File: src/rtl/operand_fwd_ctrl_pkg.sv
// Shared types for the operand forwarding path: select encoding used by both
// this controller and the ALU operand mux, plus the per-stage tracking entry.
// Optional statistics counters are enabled with FWD_STATS_EN (see top).
package types_pkg;

  localparam int RW_DEFAULT = 4;
  // Tracking entries hold up to RW_MAX index bits so one struct serves any RW.
  localparam int RW_MAX     = 8;

  typedef enum logic [1:0] {
    A_SEL = 2'b00,  // register file
    C_SEL = 2'b01,  // EX-stage result
    B_SEL = 2'b10   // MEM-stage result
  } fwd_sel_e;

  typedef struct packed {
    logic              valid;
    logic [RW_MAX-1:0] rd;
    logic              wr;
    logic              load;
  } stage_entry_t;

endpackage

File: src/rtl/operand_fwd_ctrl_if.sv
// Decode-side bus of the forwarding controller. master = decode/pipeline,
// slave = operand_fwd_ctrl. Counter signals exist only with FWD_STATS_EN.
interface operand_fwd_ctrl_if
  import types_pkg::*;
#(
  parameter int RW = RW_DEFAULT
);
  logic          id_valid;
  logic [RW-1:0] id_rs1;
  logic [RW-1:0] id_rs2;
  logic [RW-1:0] id_rd;
  logic          id_wr_en;
  logic          id_is_load;
  logic          ex_flush;
  logic [1:0]    sel_a;
  logic [1:0]    sel_b;
  logic          stall;
`ifdef FWD_STATS_EN
  logic [15:0]   fwd_count;
  logic [15:0]   stall_count;
`endif

  modport master (
    output id_valid, id_rs1, id_rs2, id_rd, id_wr_en, id_is_load, ex_flush,
    input  sel_a, sel_b, stall
`ifdef FWD_STATS_EN
    , input fwd_count, stall_count
`endif
  );

  modport slave (
    input  id_valid, id_rs1, id_rs2, id_rd, id_wr_en, id_is_load, ex_flush,
    output sel_a, sel_b, stall
`ifdef FWD_STATS_EN
    , output fwd_count, stall_count
`endif
  );
endinterface

File: src/rtl/operand_fwd_ctrl_fwd_match.sv
// Combinational comparator: does a tracked stage entry produce the value a
// source operand reads? Index 0 is never matched when ZERO_REG is set.
module fwd_match
  import types_pkg::*;
#(
  parameter int RW       = RW_DEFAULT,
  parameter int ZERO_REG = 1
) (
  input  stage_entry_t  entry,
  input  logic [RW-1:0] src,
  output logic          match
);
  logic src_zero;

  assign src_zero = (ZERO_REG != 0) && (src == '0);
  assign match    = entry.valid & entry.wr & (entry.rd == RW_MAX'(src)) & ~src_zero;
endmodule

File: src/rtl/operand_fwd_ctrl.sv
// Operand forwarding controller: tracks EX/MEM destinations, drives the 2-bit
// operand mux selects and a one-cycle load-use stall.
// Build option FWD_STATS_EN adds fwd_count / stall_count on the bus.
module operand_fwd_ctrl
  import types_pkg::*;
#(
  parameter int RW       = RW_DEFAULT,
  parameter int ZERO_REG = 1
) (
  input  logic               clk,
  input  logic               rst_n,
  operand_fwd_ctrl_if.slave  bus
);
  stage_entry_t           ex_q, mem_q;
  logic [1:0][RW-1:0]     src;
  logic [1:0]             m_ex, m_mem;
  logic                   stall;
  fwd_sel_e [1:0]         sel;

  assign src[0] = bus.id_rs1;
  assign src[1] = bus.id_rs2;

  // One comparator pair per operand: against EX and against MEM.
  for (genvar g = 0; g < 2; g++) begin : g_op
    fwd_match #(.RW(RW), .ZERO_REG(ZERO_REG)) u_ex  (.entry(ex_q),  .src(src[g]), .match(m_ex[g]));
    fwd_match #(.RW(RW), .ZERO_REG(ZERO_REG)) u_mem (.entry(mem_q), .src(src[g]), .match(m_mem[g]));
  end

  // A load in EX cannot forward yet; hold decode one cycle so it reaches MEM.
  assign stall = bus.id_valid & ex_q.load & (|m_ex);

  // Per-operand select: youngest producer wins, nothing forwarded while stalled.
  always_comb begin
    for (int i = 0; i < 2; i++) begin
      sel[i] = A_SEL;
      if (bus.id_valid && !stall) begin
        if (m_ex[i] && !ex_q.load) sel[i] = C_SEL;
        else if (m_mem[i])         sel[i] = B_SEL;
      end
    end
  end

  assign bus.sel_a = sel[0];
  assign bus.sel_b = sel[1];
  assign bus.stall = stall;

  // Tracking pipeline; stall and flush both turn the EX entry into a bubble.
  always_ff @(posedge clk or negedge rst_n) begin
    if (!rst_n) begin
      ex_q  <= '0;
      mem_q <= '0;
    end else begin
      mem_q       <= ex_q;
      ex_q.valid  <= bus.id_valid & ~stall & ~bus.ex_flush;
      ex_q.rd     <= RW_MAX'(bus.id_rd);
      ex_q.wr     <= bus.id_wr_en;
      ex_q.load   <= bus.id_is_load;
    end
  end

`ifdef FWD_STATS_EN
  logic [15:0] fwd_cnt_q, stall_cnt_q;

  // Free-running wrap-around counters of forwarded operands and stall cycles.
  always_ff @(posedge clk or negedge rst_n) begin
    if (!rst_n) begin
      fwd_cnt_q   <= '0;
      stall_cnt_q <= '0;
    end else begin
      fwd_cnt_q   <= fwd_cnt_q + 16'(sel[0] != A_SEL) + 16'(sel[1] != A_SEL);
      stall_cnt_q <= stall_cnt_q + 16'(stall);
    end
  end

  assign bus.fwd_count   = fwd_cnt_q;
  assign bus.stall_count = stall_cnt_q;
`endif
endmodule

File: src/flat_wrapper.sv
// flat-port wrapper written by rule: the top's interface ports become plain ports
module operand_fwd_ctrl_flat import types_pkg::*;
#(
  parameter int RW       = RW_DEFAULT,
  parameter int ZERO_REG = 1
)
  (clk, rst_n, bus_id_valid, bus_id_rs1, bus_id_rs2, bus_id_rd, bus_id_wr_en, bus_id_is_load, bus_ex_flush, bus_sel_a, bus_sel_b, bus_stall);
  operand_fwd_ctrl_if #(.RW(RW)) bus_i ();
  input  logic clk;
  input  logic rst_n;
  input wire logic [$bits(bus_i.id_valid)-1:0] bus_id_valid;
  input wire logic [$bits(bus_i.id_rs1)-1:0] bus_id_rs1;
  input wire logic [$bits(bus_i.id_rs2)-1:0] bus_id_rs2;
  input wire logic [$bits(bus_i.id_rd)-1:0] bus_id_rd;
  input wire logic [$bits(bus_i.id_wr_en)-1:0] bus_id_wr_en;
  input wire logic [$bits(bus_i.id_is_load)-1:0] bus_id_is_load;
  input wire logic [$bits(bus_i.ex_flush)-1:0] bus_ex_flush;
  output wire logic [$bits(bus_i.sel_a)-1:0] bus_sel_a;
  output wire logic [$bits(bus_i.sel_b)-1:0] bus_sel_b;
  output wire logic [$bits(bus_i.stall)-1:0] bus_stall;
  assign bus_i.id_valid = bus_id_valid;
  assign bus_i.id_rs1 = bus_id_rs1;
  assign bus_i.id_rs2 = bus_id_rs2;
  assign bus_i.id_rd = bus_id_rd;
  assign bus_i.id_wr_en = bus_id_wr_en;
  assign bus_i.id_is_load = bus_id_is_load;
  assign bus_i.ex_flush = bus_ex_flush;
  assign bus_sel_a = bus_i.sel_a;
  assign bus_sel_b = bus_i.sel_b;
  assign bus_stall = bus_i.stall;
  operand_fwd_ctrl #(.RW(RW), .ZERO_REG(ZERO_REG)) u_core (.clk(clk), .rst_n(rst_n), .bus(bus_i));
endmodule
File: config.mk
export PLATFORM = sky130hd
export DESIGN_NAME = operand_fwd_ctrl_flat
export DESIGN_NICKNAME = d
export VERILOG_FILES = /design/src/rtl/operand_fwd_ctrl_pkg.sv /design/src/rtl/operand_fwd_ctrl_if.sv /design/src/rtl/operand_fwd_ctrl_fwd_match.sv /design/src/rtl/operand_fwd_ctrl.sv /design/src/flat_wrapper.sv
export SDC_FILE = /design/constraint.sdc
export NUM_CORES = 1
export LEC_CHECK = 0
export ABC_AREA = 1
export CAP_MARGIN = 20
export CORE_ASPECT_RATIO = 2
export CORE_MARGIN = 10
export CORE_UTILIZATION = 28
export CTS_BUF_LIST = sky130_fd_sc_hd__clkbuf_16
export DETAILED_ROUTE_END_ITERATION = 7
export PLACE_DENSITY_LB_ADDON = 0.12
export SKIP_LAST_GASP = 1
export SLEW_MARGIN = 20
export SYNTH_ARGS = -nofsm -noshare
export SYNTH_HDL_FRONTEND = slang
export SYNTH_HIERARCHICAL = 1
export SYNTH_SLANG_ARGS = --single-unit
File: constraint.sdc
create_clock -name clk -period 3.1 [get_ports clk]
set_input_delay 0.62 -clock clk [delete_from_list [all_inputs] [get_ports clk]]
set_output_delay 0.62 -clock clk [all_outputs]
set_load 0.1 [all_outputs]
==> metrics.md, run 1 <==
| Metric | Value |
|---|---|
| Status | `complete, no violations` |
| Layout area overhead | `45.9%` |
| Initial antenna violation count | `0` |
| Max Cap Viol | `0` |
| Netlist Area Pre-Place | `971 sq um` |
| # fillers | `375` |
| # port buffers | `22` |
| HPWL after detailed placement | `1950 um` |
| Clock root buffer | `clkbuf_16` |
| H-Tree Depth | `1` |
| Worst Path Buf+Inv | `3` |
| Power Density | `352 nW/um^2` |
| CP Cell Sequence | `clkdlybuf4s50_1, nand2_1, nand2_1, nor2_2, nand2_1, nor2_2, inv_1, nand2_1, nand2_2, nand2_2, nor2_1, buf_12` |
| Remaining routing DRC violations | `0` |
| Post_cts resized | `0` |
| Yosys warns | `6` |
| Die width | `61.6 um` |
| Register Area | `325 sq um` |
| First-pass GRT wire length | `3940 um` |
| Period minus WS final | `2.76 ns` |
| Endpoints failing setup | `0` |
| Final ANT Viol Nets | `0` |
| FP Rows | `30` |
| Reg clk slew, reported paths | `0.04 ns` |
| GRT Residual Overflow | `0` |
| Clock Latency Late Sink | `0.24 ns` |
| Crit path launch type | `input port` |
| First DRT Iteration DRCs | `19` |
| Placed Cells | `246` |
| Clk sinks | `13` |
| Overall power | `498 uW` |
| Final std cells w/o fill | `250` |
| Worst slew pin tran | `0.584 ns` |
| Post-route setup TNS | `0 ns` |
| Die height | `103 um` |
| Clock Skew | `0.00177 ns` |
| Multi-input gate area | `499 sq um` |
| Slew Viols, Final | `0` |
| Rel. slew slack | `60.9%` |
| Synth Instances | `177` |
| CP max FO | `6` |
| Core Util, Final | `41.9%` |
| All-layer global routing usage | `8.16%` |
| Share of cells above drive strength 1 | `8.26%` |
| CTS tree | `yes` |
| CP peak stage delay | `0.58 ns` |
| WL per Instance | `8.91 um` |
| Vias in the first global route | `941` |
| Final Cycle Share | `88.9%` |
| Final Net Count | `237` |
| Cell family with most CP delay | `buffers and inverters` |
| DR vias/cell | `3.74` |
| CP Capture Type | `output port` |
| Initial Util | `28.7%` |
| LEAKAGE | `0.831 nW` |
| Max Freq | `363 MHz` |
| Syn_area_per_cell | `5.49 sq um` |
| ANT cells | `0` |
| WL final | `2230 um` |
| Maximum clock path buffer count | `2` |
| Maximum vdd ir drop | `0.000381 V` |
| IO Count | `23` |
| Critical path's slowest cell | `clkdlybuf4s50_1` |
| Routability-driven placement congestion ratio | `0.765` |
| Crit-path most repeated cell | `nand2_1` |
| # hold bufs at CTS | `0` |
| Largest net degree at the start of global routing | `14` |
| Final-report hold violation count | `0` |
| Area of the die | `6370 sq um` |
| Setup Buffers After CTS | `0` |
| Critical Path AT | `2.14 ns` |
| Hold WC Path Type | `flop to flop` |
| TritonRoute pass-1 iters | `3` |
| Core Area | `3380 sq um` |
| Num CTS Buffers | `3` |
| Critical Path RT | `2.48 ns` |
| RSZ-0062 raised after global routing | `false` |
| Worst Setup Path Type | `input port to output port` |
| DR vias | `936` |
power breakdown:
part | leakage (nW) | internal (mW) | total [mW] | switching [mW]
Combinational | 0.635 | 0.0364 | 0.0765 | 0.0401
Sequential | 0.154 | 0.179 | 0.188 | 0.00846
Clock | 0.0423 | 0.169 | 0.234 | 0.0649
Total | 0.831 | 0.385 | 0.498 | 0.114
per-stage QoR:
| step | instance area, sq um | hold slack [ns] | setup slack, ns |
|---|---|---|---|
| after CTS | 1420 | 0.393 | 0.310 |
| final | 1420 | 0.390 | 0.344 |
| after floorplan | 1030 | 0.324 | 0.112 |
| after global placement | 1340 | 0.380 | 0.323 |
| after detailed placement | 1340 | 0.384 | 0.314 |
| after global routing | 1420 | 0.408 | 0.122 |
layer usage:
| metal | global-route usage (%) | share of wire, % |
|---|---|---|
| met1 | 7.54 | 36 |
| met2 | 15.5 | 57 |
| met3 | 1.83 | 4.5 |
| met4 | 4.15 | 2.0 |
| met5 | 0 | 0 |
registers in the layout, indices dropped and copies added (netlist names):
register,cells
u_core/ex_q,7
u_core/mem_q,6
area by class of cell:
cell class | instances | share of cell area, %
Clock buffer | 3 | 5.30
Clock inverter | 1 | 0.265
Inverter | 54 | 14.3
Multi-Input combinational cell | 125 | 35.2
Sequential cell | 13 | 23.0
Tap cell | 32 | 2.83
Timing Repair Buffer | 22 | 19.1
layout by cell type, fill, tap and decap left out:
cell type and instances:
nand2_2 2, buf_12 5, clkdlybuf4s50_1 17, nor2_2 8, inv_1 55, nand3_1 4
dfrtp_1 13, nor2_1 25, nand2_1 70, clkbuf_16 3, conb_1 16
worst register-to-register path, stage by stage, from the launching register on:
cell,delay (ns)
dfrtp_1,0.43
inv_1,0.08
nand2_1,0.05
nand2_1,0.05
nand3_1,0.10
nor2_2,0.15
inv_1,0.05
nand2_1,0.07
nand2_2,0.06
nand2_2,0.07
nor2_1,0.04
final timing paths:
check	depth (start not counted)	start	slack [ns]	endpoint
worst min-delay path	0	u_core/ex_q[1]	0.39	u_core/mem_q[1]
worst max register to register	10	u_core/ex_q[2]	1.83	u_core/ex_q[10]
worst max-delay path	12	bus_id_rs1[3]	0.34	bus_sel_a[1]
max in group asynchronous	1	rst_n	1.96	u_core/mem_q[2]
worst min register to register	0	u_core/ex_q[1]	0.39	u_core/mem_q[1]
min in group asynchronous	1	rst_n	0.76	u_core/ex_q[0]
Power figures use the tool's default switching activity.
==> inputs of run 2 (changes only) <==
--- a/config.mk
+++ b/config.mk
@@ -7,12 +7,16 @@
 export LEC_CHECK = 0
 export ABC_AREA = 1
 export CAP_MARGIN = 20
+export CELL_PAD_IN_SITES_DETAIL_PLACEMENT = 0
+export CELL_PAD_IN_SITES_GLOBAL_PLACEMENT = 1
 export CORE_ASPECT_RATIO = 2
 export CORE_MARGIN = 10
 export CORE_UTILIZATION = 28
 export CTS_BUF_LIST = sky130_fd_sc_hd__clkbuf_16
 export DETAILED_ROUTE_END_ITERATION = 7
+export GPL_ROUTABILITY_DRIVEN = 0
 export PLACE_DENSITY_LB_ADDON = 0.12
+export REMOVE_ABC_BUFFERS = 1
 export SKIP_LAST_GASP = 1
 export SLEW_MARGIN = 20
 export SYNTH_ARGS = -nofsm -noshare
==> run 2 against run 1 <==
  * Hold slack gained 0.011 ns
  * Power increased by 2.0%
  * Clock-buffer cell count is the same
  * Critical path type unchanged
  * Critical endpoint is now bus_sel_b[1]
  * Highest routed layer unchanged
==> metrics.md, run 2 (synthesis gave the netlist of run 1 again) <==
| Metric | Value |
|---|---|
| Largest registers | `u_core/ex_q: 7 flops, u_core/mem_q: 6 flops` |
| CP Capture Type | `output port` |
| Layout area overhead | `46.0%` |
| Worst slew pin tran | `0.613 ns` |
| Critical path's slowest cell | `clkdlybuf4s50_1` |
| Final Cycle Share | `90.3%` |
| All-layer global routing usage | `8.14%` |
| Core Util, Final | `42.0%` |
| Die width | `61.6 um` |
| Post-route setup TNS | `0 ns` |
| Clk sinks | `13` |
| # port buffers | `22` |
| DR vias/cell | `3.93` |
| Biggest register | `u_core/ex_q` |
| Clock Latency Late Sink | `0.24 ns` |
| Endpoints failing setup | `0` |
| Cell family with most CP delay | `buffers and inverters` |
| First DRT Iteration DRCs | `16` |
| Vias in the first global route | `922` |
| Final Net Count | `237` |
| Maximum clock path buffer count | `2` |
| CTS tree | `yes` |
| Core Area | `3380 sq um` |
| HPWL after detailed placement | `1980 um` |
| Max Cap Viol | `0` |
| Multi-input gate area | `499 sq um` |
| Largest net degree at the start of global routing | `14` |
| Final ANT Viol Nets | `0` |
| Initial antenna violation count | `0` |
| Max Freq | `357 MHz` |
| Initial Util | `28.7%` |
| First-pass GRT wire length | `3860 um` |
| Register Area | `325 sq um` |
| Critical Path RT | `2.48 ns` |
| Die height | `103 um` |
| Share of cells above drive strength 1 | `8.72%` |
| Remaining routing DRC violations | `0` |
| Post_cts resized | `0` |
| Reg2Reg Setup Slack | `1.88 ns` |
| Commonest non-fill, non-tap cell in the layout | `nand2_1` |
| Slew Viols, Final | `0` |
| Final-report hold violation count | `0` |
| # fillers | `363` |
| Area of the die | `6370 sq um` |
| Setup Buffers After CTS | `0` |
| Maximum vdd ir drop | `0.000316 V` |
| Power Density | `359 nW/um^2` |
| Period minus WS final | `2.80 ns` |
| Clock Skew | `0.00280 ns` |
| FP Rows | `30` |
| DP Area | `1340 sq um` |
| Status | `complete, no violations` |
| Crit path launch type | `input port` |
| CP Cell Sequence | `clkdlybuf4s50_1, nand2_1, nand2_1, nor2_2, nand2_1, nor2_2, inv_1, nand2_1, nand2_2, nand2_2, nor2_1, buf_12` |
| TritonRoute pass-1 iters | `4` |
| Rel. slew slack | `59.0%` |
| WL final | `2320 um` |
| CP max FO | `6` |
| Crit-path most repeated cell | `nand2_1` |
| ANT cells | `0` |
| Worst Path Buf+Inv | `3` |
| LEAKAGE | `0.830 nW` |
| Clock root buffer | `clkbuf_16` |
| Min Hold Slack | `0.401 ns` |
| CP peak stage delay | `0.61 ns` |
| Reg clk slew, reported paths | `0.04 ns` |
| IO Count | `23` |
| WL per Instance | `9.26 um` |
| # hold bufs at CTS | `0` |
| H-Tree Depth | `1` |
| Num CTS Buffers | `3` |
| Worst Setup Path Type | `input port to output port` |
| Critical Path AT | `2.18 ns` |
| RSZ-0062 raised after global routing | `false` |
| DR vias | `982` |
| GRT Residual Overflow | `0` |
| Most frequent cells in the layout | `nand2_1 (70), inv_1 (54), nor2_1 (25)` |
| Max reg flops | `7` |
| Post-Layout Inst Area | `1420 sq um` |
| Hold WC Path Type | `flop to flop` |
run 2: worst paths after layout:
kind | start | to | cells past startpoint
min in group asynchronous | rst_n | u_core/mem_q[2] | 1
hold / removal | u_core/ex_q[10] | u_core/mem_q[10] | 0
hold reg to reg | u_core/ex_q[10] | u_core/mem_q[10] | 0
setup / recovery | bus_id_rs1[3] | bus_sel_b[1] | 12
setup reg to reg | u_core/ex_q[5] | u_core/ex_q[10] | 11
max in group asynchronous | rst_n | u_core/mem_q[10] | 1
run 2: per-layer routing:
metal / wire [um] / GRT usage [%] / vias to the layer above
li1: - / - / 546
met1: 900 / 8.41 / 406
met2: 1200 / 13.9 / 26
met3: 170 / 3.06 / 4
met4: 42 / 3.63 / 0
met5: 0 / 0 / -
run 2: per-stage QoR:
stage               instances  setup WS, ns  power [mW]
finish                    250         0.300       0.508
global route              250         0.151       0.538
CTS                       250         0.278       0.515
detailed placement        246         0.296       0.267
global placement          246         0.294       0.266
floorplan                 192         0.112       0.228
run 2: cell type report:
| cell class | count | area share [%] |
|---|---|---|
| Tap cell | 32 | 2.82 |
| Timing Repair Buffer | 22 | 19.1 |
| Sequential cell | 13 | 22.9 |
| Clock buffer | 3 | 5.30 |
| Inverter | 54 | 14.3 |
| Multi-Input combinational cell | 125 | 35.2 |
| Clock inverter | 1 | 0.353 |
run 2: report_power, final:
part           leakage [nW]  switching, mW  internal [mW]
Combinational         0.635         0.0409         0.0364
Clock                0.0409         0.0730          0.172
Sequential            0.154        0.00756          0.179
Total                 0.830          0.121          0.387
==> edit (settings of run 1) <==
Set the package constant `RW_DEFAULT` to 3 (it was 4).
--- a/src/rtl/operand_fwd_ctrl_pkg.sv
+++ b/src/rtl/operand_fwd_ctrl_pkg.sv
@@ -5,3 +5,3 @@
 
-  localparam int RW_DEFAULT = 4;
+  localparam int RW_DEFAULT = 3;
   // Tracking entries hold up to RW_MAX index bits so one struct serves any RW.
Ports: changed (resized bus_id_rd, bus_id_rs1 and bus_id_rs2); port bits go from 23 to 20. The function was not compared with the original's and may differ.
==> edit against run 1 <==
Routed wire length shrank 18%. Final area decreased by 17%. Synthesized cell count down 26%. Utilization rose by 3.6 points. Total power fell by 9.8%. Sequential cell count shrank 2. Critical path depth increased by 1. Critical endpoint is now bus_sel_b[1]. Synthesized area is 23% lower. Worst setup slack better by 0.020 ns. Count of clock-buffer cells in the layout did not move. Worst hold slack gained 0.014 ns.
==> edit: results (changes against run 1) <==
[worst_setup_path]
rrSetupSlack_ns = 1.80  ; was 1.83 ns
crit_fanout = 4  ; was 6
cp-startpoint = bus_id_rs2[1]  ; was bus_id_rs1[3]

[global_route]
grt_pass1_wl_um = 3290  ; was 3940 µm
track_usage_pct = 7.84  ; was 8.16%
grt_start_max_net_pins = 12  ; was 14

[power]
power_switching_w = 0.0000997  ; was 0.000114 W
peakVddDrop_mv = 0.275  ; was 0.381 mV
power.share.combinational_pct = 12.7  ; was 15.4%

[timing]
timing.hold.ws_ns = 0.404  ; was 0.390 ns
fin_crit_ns = 2.74  ; was 2.76 ns
finClkSkew_ns = 0.000490  ; was 0.00177 ns
worst_pin_slew_ns = 0.523  ; was 0.584 ns

[cells_and_area]
n_fill_cell = 269  ; was 375
fin_cells = 201  ; was 250
sh_seq_area_pct = 23.5  ; was 23.0%
area_growth_syn_to_layout_pct = 57.0  ; was 45.9%
drive_gt1_share_pct = 5.78  ; was 8.26%
num-multi-input-gates = 109  ; was 125
clkCellAreaFrac_pct = 6.73  ; was 5.57%
nets = 189  ; was 237

[routing]
drt-initial-drc-count = 16  ; was 19

[placement]
port_buffers = 19  ; was 22
preCtsSetupSlack_ns = 0.357  ; was 0.314 ns
place_congestion = 0.789  ; was 0.765

[logic_synthesis]
synth_area_um2 = 746  ; was 971 µm²
synthCells = 131  ; was 177

[status]
status = finished clean  ; unchanged

## edit: cell count changes in the layout (fill, tap and decap cells not counted)
cell,delta
a21boi_0,+4
clkdlybuf4s50_1,-3
conb_1,+4
dfrtp_1,-2
inv_1,-24
nand2_1,-16
nand3_1,-4
nor2_1,+4
nor2_2,-8
## edit: per-layer routing
metal | wire length, µm | global-route usage, % | vias to the layer above
li1 | - | - | 431
met1 | 615 | 6.10 | 330
met2 | 1070 | 15.7 | 12
met3 | 109 | 2.71 | 5
met4 | 42 | 4.23 | 0
met5 | 0 | 0 | -
## edit: critical path, cell delays in order
cell	delay, ns
clkdlybuf4s50_1	0.52
inv_1	0.07
nand2_1	0.05
nand2_1	0.05
nor2_1	0.11
nand2_1	0.06
nor2_1	0.14
inv_1	0.06
nand2_1	0.07
nand2_2	0.06
nand2_2	0.07
nor2_1	0.07
buf_12	0.17
